--- src/rtl/display_pkg.sv ---
// Shared constants and types for the debug-screen character writer.
// Grid geometry, ASCII control codes and the writer FSM state encoding.
package display_pkg;

  localparam int COLS   = 80;
  localparam int ROWS   = 32;
  localparam int ADDR_W = 12;
  localparam int X_W    = 7;
  localparam int Y_W    = 5;

  localparam logic [7:0] SPACE = 8'h20;
  localparam logic [7:0] LF    = 8'h0A;
  localparam logic [7:0] CR    = 8'h0D;
  localparam logic [7:0] BS    = 8'h08;
  localparam logic [7:0] FF    = 8'h0C;

  typedef enum logic [1:0] {
    CLR_ALL  = 2'd0,
    IDLE     = 2'd1,
    CLR_LINE = 2'd2
  } disp_wr_state_t;

  function automatic logic is_printable(input logic [7:0] c);
    return (c >= 8'h20) && (c <= 8'h7E);
  endfunction

endpackage

--- src/rtl/disp_cursor.sv ---
// Text cursor for the character grid: column, row and the row's base address.
// Flags a line feed for explicit newlines and for advancing past the last column.
module disp_cursor #(
  parameter int COLS   = display_pkg::COLS,
  parameter int ROWS   = display_pkg::ROWS,
  parameter int ADDR_W = display_pkg::ADDR_W
) (
  input  logic                       clk,
  input  logic                       resetn,
  input  logic                       home,
  input  logic                       advance,
  input  logic                       nl_cmd,
  input  logic                       ret,
  input  logic                       backspace,
  output logic                       line_feed,
  output logic [display_pkg::X_W-1:0] cur_x,
  output logic [display_pkg::Y_W-1:0] cur_y,
  output logic [ADDR_W-1:0]          row_base
);
  import display_pkg::*;

  localparam logic [X_W-1:0]    X_LAST   = X_W'(COLS - 1);
  localparam logic [Y_W-1:0]    Y_LAST   = Y_W'(ROWS - 1);
  localparam logic [ADDR_W-1:0] ROW_STEP = ADDR_W'(COLS);

  logic [X_W-1:0]    cur_x_q, cur_x_d;
  logic [Y_W-1:0]    cur_y_q, cur_y_d;
  logic [ADDR_W-1:0] row_base_q, row_base_d;

  assign line_feed = nl_cmd | (advance & (cur_x_q == X_LAST));

  // NOTE: every output of a combinational block gets a default first so no path leaves it unassigned (which would infer a latch).
  always_comb begin
    cur_x_d    = cur_x_q;
    cur_y_d    = cur_y_q;
    row_base_d = row_base_q;
    if (home) begin
      cur_x_d    = '0;
      cur_y_d    = '0;
      row_base_d = '0;
    end else if (line_feed) begin
      cur_x_d = '0;
      // Wrap bottom row to top; row_base tracks row*COLS without a multiplier.
      if (cur_y_q == Y_LAST) begin
        cur_y_d    = '0;
        row_base_d = '0;
      end else begin
        cur_y_d    = cur_y_q + Y_W'(1);
        row_base_d = row_base_q + ROW_STEP;
      end
    end else if (ret) begin
      cur_x_d = '0;
    end else if (backspace) begin
      if (cur_x_q != '0) cur_x_d = cur_x_q - X_W'(1);
    end else if (advance) begin
      cur_x_d = cur_x_q + X_W'(1);
    end
  end

  // NOTE: sequential state uses non-blocking assignments so all flops update together at the edge.
  always_ff @(posedge clk) begin
    if (!resetn) begin
      cur_x_q    <= '0;
      cur_y_q    <= '0;
      row_base_q <= '0;
    end else begin
      cur_x_q    <= cur_x_d;
      cur_y_q    <= cur_y_d;
      row_base_q <= row_base_d;
    end
  end

  assign cur_x    = cur_x_q;
  assign cur_y    = cur_y_q;
  assign row_base = row_base_q;

endmodule

--- src/rtl/display_writer.sv ---
// Character-stream writer: accepts ASCII bytes, handles control codes and
// drives the display memory write port, clearing lines/screen as needed.
module display_writer #(
  parameter int COLS   = display_pkg::COLS,
  parameter int ROWS   = display_pkg::ROWS,
  parameter int ADDR_W = display_pkg::ADDR_W
) (
  input  logic              clk,
  input  logic              resetn,
  input  logic              char_valid,
  input  logic [7:0]        char_data,
  output logic              char_ready,
  input  logic              clr_req,
  output logic              busy,
  output logic              mem_we,
  output logic [ADDR_W-1:0] mem_addr,
  output logic [7:0]        mem_wdata,
  output logic [6:0]        cur_x,
  output logic [4:0]        cur_y
);
  import display_pkg::*;

  localparam logic [ADDR_W-1:0] LAST_CELL = ADDR_W'(COLS * ROWS - 1);
  localparam logic [ADDR_W-1:0] LAST_COL  = ADDR_W'(COLS - 1);

  disp_wr_state_t    state_q, state_d;
  logic [ADDR_W-1:0] cnt_q, cnt_d;
  logic              mem_we_q, mem_we_d;
  logic [ADDR_W-1:0] mem_addr_q, mem_addr_d;
  logic [7:0]        mem_wdata_q, mem_wdata_d;

  logic              accept, clr_start;
  logic              cmd_home, cmd_adv, cmd_nl, cmd_ret, cmd_bs;
  logic              line_feed;
  logic [X_W-1:0]    cx;
  logic [Y_W-1:0]    cy;
  logic [ADDR_W-1:0] row_base;

  assign char_ready = (state_q == IDLE) & ~clr_req;
  assign busy       = (state_q != IDLE);
  assign accept     = char_valid & char_ready;

  // Command decode kept apart from the next-state logic so the cursor's
  // wrap flag never loops back into its own inputs.
  always_comb begin
    cmd_adv   = 1'b0;
    cmd_nl    = 1'b0;
    cmd_ret   = 1'b0;
    cmd_bs    = 1'b0;
    clr_start = clr_req & (state_q != CLR_ALL);
    if (accept) begin
      case (char_data)
        LF:      cmd_nl    = 1'b1;
        CR:      cmd_ret   = 1'b1;
        BS:      cmd_bs    = 1'b1;
        FF:      clr_start = 1'b1;
        default: cmd_adv   = is_printable(char_data);
      endcase
    end
    cmd_home = clr_start;
  end

  disp_cursor #(
    .COLS   (COLS),
    .ROWS   (ROWS),
    .ADDR_W (ADDR_W)
  ) u_cursor (
    .clk       (clk),
    .resetn    (resetn),
    .home      (cmd_home),
    .advance   (cmd_adv),
    .nl_cmd    (cmd_nl),
    .ret       (cmd_ret),
    .backspace (cmd_bs),
    .line_feed (line_feed),
    .cur_x     (cx),
    .cur_y     (cy),
    .row_base  (row_base)
  );

  always_comb begin
    state_d     = state_q;
    cnt_d       = cnt_q;
    mem_we_d    = 1'b0;
    mem_addr_d  = mem_addr_q;
    mem_wdata_d = mem_wdata_q;
    if (clr_start) begin
      state_d = CLR_ALL;
      cnt_d   = '0;
    end else begin
      case (state_q)
        CLR_ALL: begin
          mem_we_d    = 1'b1;
          mem_addr_d  = cnt_q;
          mem_wdata_d = SPACE;
          if (cnt_q == LAST_CELL) begin
            state_d = IDLE;
            cnt_d   = '0;
          end else begin
            cnt_d = cnt_q + ADDR_W'(1);
          end
        end
        CLR_LINE: begin
          mem_we_d    = 1'b1;
          mem_addr_d  = row_base + cnt_q;
          mem_wdata_d = SPACE;
          if (cnt_q == LAST_COL) begin
            state_d = IDLE;
            cnt_d   = '0;
          end else begin
            cnt_d = cnt_q + ADDR_W'(1);
          end
        end
        IDLE: begin
          if (cmd_adv) begin
            mem_we_d    = 1'b1;
            mem_addr_d  = row_base + ADDR_W'(cx);
            mem_wdata_d = char_data;
          end
          // row_base updates at the same edge, so CLR_LINE sees the new row.
          if (line_feed) begin
            state_d = CLR_LINE;
            cnt_d   = '0;
          end
        end
        default: begin
          state_d = CLR_ALL;
          cnt_d   = '0;
        end
      endcase
    end
  end

  always_ff @(posedge clk) begin
    if (!resetn) begin
      state_q     <= CLR_ALL;
      cnt_q       <= '0;
      mem_we_q    <= 1'b0;
      mem_addr_q  <= '0;
      mem_wdata_q <= SPACE;
    end else begin
      state_q     <= state_d;
      cnt_q       <= cnt_d;
      mem_we_q    <= mem_we_d;
      mem_addr_q  <= mem_addr_d;
      mem_wdata_q <= mem_wdata_d;
    end
  end

  assign mem_we    = mem_we_q;
  assign mem_addr  = mem_addr_q;
  assign mem_wdata = mem_wdata_q;
  assign cur_x     = cx;
  assign cur_y     = cy;

endmodule

--- config.mk ---
export PLATFORM = sky130hd
export DESIGN_NAME = display_writer
export DESIGN_NICKNAME = d
export VERILOG_FILES = /design/src/rtl/display_pkg.sv /design/src/rtl/disp_cursor.sv /design/src/rtl/display_writer.sv
export SDC_FILE = /design/constraint.sdc
export NUM_CORES = 1
export LEC_CHECK = 0
export BUFFER_PORTS_ARGS = -buffer_cell sky130_fd_sc_hd__buf_2
export CAP_MARGIN = 20
export CORE_UTILIZATION = 46
export DETAILED_ROUTE_END_ITERATION = 7
export PLACE_DENSITY = 0.77
export SYNTH_ARGS = -nofsm -noshare
export SYNTH_HDL_FRONTEND = slang
export SYNTH_HIERARCHICAL = 1
export SYNTH_SLANG_ARGS = --single-unit
--- constraint.sdc ---
create_clock -name clk -period 4.3 [get_ports clk]
set_clock_uncertainty 0.2 [all_clocks]
set_input_delay 0.86 -clock clk [delete_from_list [all_inputs] [get_ports clk]]
set_output_delay 0.86 -clock clk [all_outputs]
set_load 0.1 [all_outputs]
After elaboration in Yosys (flattened, before gate mapping)
Index checks and enable logic that the tools add are counted.

word-level totals
  input port bits = 12
  output and inout bits = 35
  bits in registers = 59
  word-level logic and storage cells = 85

cells by class
  bitwise logic cells = 8
  reductions and logical operators = 15
  add/sub/neg operators = 7
  equality and inequality tests = 16
  order comparisons = 2
  muxes and demuxes = 29

operators with widths
  kind                                                   count
  one-hot mux 12 bit (3 select lines)                    2
  2-to-1 mux 12 bit                                      5
  equality test 8 x 4 -> 1 bit (second input constant)   4
  2-to-1 mux 7 bit                                       3
  one-hot mux 8 bit (2 select lines)                     1
  adder 12 x 1 -> 12 bit (second input constant)         1
  adder 12 bit                                           1
  adder 12 x 7 -> 12 bit                                 1
  adder 12 x 7 -> 12 bit (second input constant)         1
  equality test 12 bit (second input constant)           1
  equality test 12 x 7 -> 1 bit (second input constant)  1
  2-to-1 mux 1 bit                                       11
  AND reduction 3 bit                                    3
  >= comparator 8 x 6 -> 1 bit (second input constant)   1
  <= comparator 8 x 7 -> 1 bit (second input constant)   1
  2-to-1 mux 8 bit                                       1
  OR reduction 4 bit                                     2
  adder 7 x 1 -> 7 bit (second input constant)           1
  equality test 7 bit (second input constant)            1
  nonzero test 7 bit                                     1
  subtractor 7 x 1 -> 7 bit (second input constant)      1
  2-to-1 mux 2 bit                                       3
  != test 2 x 1 -> 1 bit (second input constant)         3
  != test 2 bit (second input constant)                  3
  16 further kinds                                       24

Logic depth before layout (Yosys ltp)
  depth in word-level cells = 8
  depth in mapped cells = 13
  gate-level depth less buffers = 12

Hierarchy
Netlist, hierarchy kept.

modules (own cells, without submodules)
  module          sequential area each (µm²)  instances  area an instance (µm²)  cells each
  display_writer  700.7                       1          2655.0                  318
  disp_cursor     400.4                       1          1138.6                  129

Worst setup path after synthesis
No wires, ideal clock.

  path kind = input to register
  start = input char_data[6]
  end = register u_cursor.cur_x_q[6] (netlist: u_cursor/cur_x[6])
  path buffers = 1
  slack = 145 ps
  required time = 3977 ps
  setup time = 123 ps
  arrival time = 3832 ps
  cell stages on the path = 10
  path through = or3_4 > or3_1 > buf_2 > nor4b_1 > ha_1 > nor2b_1 > o31a_1 > o22ai_1 > mux2i_1 > mux2_1

between the ends
  elaborated cells between the ends (all ways) = 25
  those cells by class = order compare (2); eq/ne (5); mux (11); bitwise (2); reduce/logical (5)

RTL lines
  element                                                                        line                  RTL
  start, declared                                                                display_writer.sv:11  input logic [7:0] char_data,
  equality test 8 x 4 -> 1 bit *                                                 display_writer.sv:52  case (char_data)
  2-to-1 mux 1 bit *                                                             display_writer.sv:52
  2-to-1 mux 1 bit *                                                             display_writer.sv:51  if (accept) begin
  named net cmd_bs                                                               display_writer.sv:33  logic cmd_home, cmd_adv, cmd_nl, cmd_ret, cmd_bs;
  != test 2 x 1 -> 1 bit (no source line) or nonzero test 2 bit (tied branches)  --
  AND reduction 2 bit (no source line)                                           --
  end signal, assigned                                                           disp_cursor.sv:67     cur_x_q <= cur_x_d;
  end, declared                                                                  disp_cursor.sv:26     logic [X_W-1:0] cur_x_q, cur_x_d;

The timed path passes the listed nets; every way through them passes the cells marked *.
A chain may end at the register's enable or synchronous reset.

Worst setup path after layout
Ends and elaborated chain as after synthesis.

==> results.txt <==
- After detailed routing, the number of remaining DRC violations is 0.
* Post-DP HPWL: slightly above 7 mm
- Wire length of the first global-routing pass: 15.7 mm
- Area added between synthesis and finish: 9.00%
* Max clock buf depth: 2
- Max-slew violation count: 0
* WL final: 9.35 mm
* Share of post-route cells with drive strength above 1: 17.9%
- Yosys mapped a number of flops with a built-in enable equal to 0.
* Pin count of the biggest net entering global routing: 18
* Count of nets after finishing: 520
- At the worst endpoint, the required time is about 4300 ps.
- After detailed routing, the average wire length per cell comes to 16.0 µm.
- The clock reaches the later pin of the worst-skew pair after between 300 and 400 ps.
* Hold WC Path Type: reg2reg
* Floorplan die height: 92.8 µm
- Largest driver fanout on the critical path: 6
- For this run, the leading register cell type out of synthesis is dfxtp_1.
- ANT cells: 0
- Initial antenna violation count: 0
- The final hold violation count came to 0.
* Site row count: 32
- Worst-Margin Slew: 642 ps
- In this run, post-CTS hold repair placed 0 buffers.
* Synth cell types: 74
- Via count of the first global-routing pass: 3308
- Syn Std Cell Area: 0.00379 mm²
- In the synthesized netlist, the number of instances is 447.
- The die is 92.8 µm wide.
- TritonCTS sink count: 55
- Setup_tns: 0 ps
* Maximum vdd ir drop: between 0.0001 and 0.00015 V
* Number of gates resized after CTS: 0
- The count of nets left with antenna violations once routing finished came out at 0.
* Fin crit share: 90.7%
* Number of register bits inferred by synthesis: 55
- The number of setup buffers added after CTS is 0.
* CTS Buf Count: 5
* Sequential area share after synthesis: 29.0%
- Setup violations remaining at the end of the flow were counted as 0.
- Summed over all layers, the global routing overflow is 0.
- CTS built an H-tree with a depth of 2.
* Clock tree from TritonCTS: done
- For this run, the detailed router's first-pass iteration total came to 4.
- Total power: 1.35 mW
- The worst setup path is of the in2reg kind.
* Slew margin rel.: 57.0%
- Gpl congestion: 0.851
* Element type at the critical path start: primary input
* Iteration-0 DRC Markers: 220
* Critical path endpoint category: flop
- Counting flops with an async set or reset pin after synthesis yields a share of 0%.
- Status: completed
* Power density over cell area: ~330 mW/mm²
- Worst hold margin: between 200 and 300 ps
* Routed via count divided by cell count: 5.84
- Root buffer selected by CTS: clkbuf_8
- LEAKAGE: about 1.8 nW
- Overall die area: 0.00861 mm²
- Counting I/O delays and the setup requirement, the final critical path takes approximately 3900 ps.
- During synthesis, Yosys emitted a total of 6 warnings.
* Unrepaired setup endpoints after global routing: no
* MaxCap Viol Count: 0
- GRT Total Usage: between 20 and 25%
- Average cell area after synthesis: 8.49 µm²
- The final route contains roughly 3400 vias.
* Number of ports placed on the die boundary: 47
* Data arrival time of the worst path: 3900 ps
- After clock tree synthesis, the clock-pin slew on the worst setup and hold paths is 100 ps.
- The initial utilization of the core area, before any placement, comes to 48.3%.
* Buffers on Ports: 46
* Core Area: 0.00785 mm²
* Maximum clock rate: 256 MHz
routing by layer:
layer / wire (µm) / vias up / share of wire (%) / GRT usage [%]
met5: 0 / - / 0 / 0
met4: 300 / 0 / 3.2 / 10.9
met3: 505 / 21 / 5.4 / 3.28
met2: 4430 / 100 / 47 / 37.9
met1: 4120 / 1599 / 44 / 28.3
li1: - / 1685 / - / -
cells by family (layout without fill, tap and decap cells):
| kind of cell | count (synthesis) | after routing | share of synthesized area, % |
|---|---|---|---|
| AO/OA/AOI/OAI | 110 | 110 | 21.6 |
| XOR/XNOR | 19 | 19 | 4.39 |
| adder cells (fa/ha/maj) | 28 | 28 | 9.63 |
| buffers and inverters | 41 | 72 | 5.54 |
| flip-flops | 55 | 55 | 29.0 |
| multiplexers | 23 | 23 | 6.40 |
| other | 1 | 4 | 0.0988 |
| AND/OR/NAND/NOR | 170 | 170 | 23.3 |
per-stage QoR:
stage	std cells	utilization (%)	area, µm²	setup slack [ps]
2_1_floorplan	450	-	3800	145
4_1_cts	583	52.7	4140	434
3_3_place_gp	575	51.4	4040	230
5_1_grt	583	52.7	4140	290
3_5_place_dp	575	51.4	4040	101
6_report	583	52.7	4140	399
where the power goes:
group          internal (mW)  switching [mW]  leakage [nW]  total, mW
Clock                  0.148           0.167        0.0515      0.315
Sequential             0.540          0.0343         0.444      0.575
Combinational          0.125           0.338          1.28      0.464
Total                  0.813           0.540          1.78       1.35
synthesized netlist by cell type, drive strengths merged (5+ instances only):
cell     n  share of area [%]
xor2     9                2.1
nand2b   7                1.4
nor2    38                3.8
inv     14                1.4
and3     5               0.82
dfxtp   55                 29
nand2   42                4.2
mux2    10                3.0
a21o     9                1.8
clkbuf  10               0.99
or3      7                1.3
nand3   27                3.6
ha      26                8.6
a211oi  11                2.5
nor3     9                1.2
buf     17                3.2
o21ai   22                2.9
mux2i   13                3.4
nor2b    7                1.2
nand4    7                1.2
a21oi   32                4.3
a31oi    5               0.82
xnor2   10                2.3
worst paths after layout:
| kind | start | slack (ps) | depth (start not counted) | to |
|---|---|---|---|---|
| max reg2reg | state_q[1] | 560 | 12 | u_cursor/cur_x[6] |
| min reg2reg | mem_wdata[4] | 260 | 2 | mem_wdata[4] |
| max | char_data[6] | 400 | 11 | u_cursor/cur_x[6] |
| min | mem_wdata[4] | 260 | 2 | mem_wdata[4] |
state kept, by name, indices dropped and copies added, names as in the netlist:
register and count:
mem_addr 12, u_cursor/cur_y 5, u_cursor/cur_x 7, mem_we 1
cnt_q 12, mem_wdata 8, u_cursor/row_base 8, state_q 2
layout by cell type (no fill, tap or decap), types with 10 or more instances in the layout:
| cell | netlist | routed |
|---|---|---|
| nand3_1 | 27 | 27 |
| o21ai_0 | 20 | 20 |
| mux2i_1 | 13 | 13 |
| nand2_1 | 42 | 42 |
| nor2_1 | 38 | 38 |
| a211oi_1 | 10 | 10 |
| ha_1 | 26 | 26 |
| buf_2 | 6 | 46 |
| xnor2_1 | 10 | 10 |
| dfxtp_1 | 55 | 55 |
| inv_1 | 13 | 13 |
| a21oi_1 | 31 | 31 |
cell type report:
cell class,instances,area (µm²)
Inverter,14,52.6
Fill cell,734,3710
Tap cell,102,128
Sequential cell,55,1100
Clock buffer,8,100
Multi-Input combinational cell,354,2490
Timing Repair Buffer,50,260
critical path: stages:
cell and delay [ps]:
buf_2 120, or3_4 410, or3_1 410, nor4b_1 390, buf_4 220, ha_1 270
nor2b_1 160, o31a_1 260, o22ai_1 230, mux2i_1 230, mux2_1 340
Note: power is estimated with default switching activity, not from simulation.
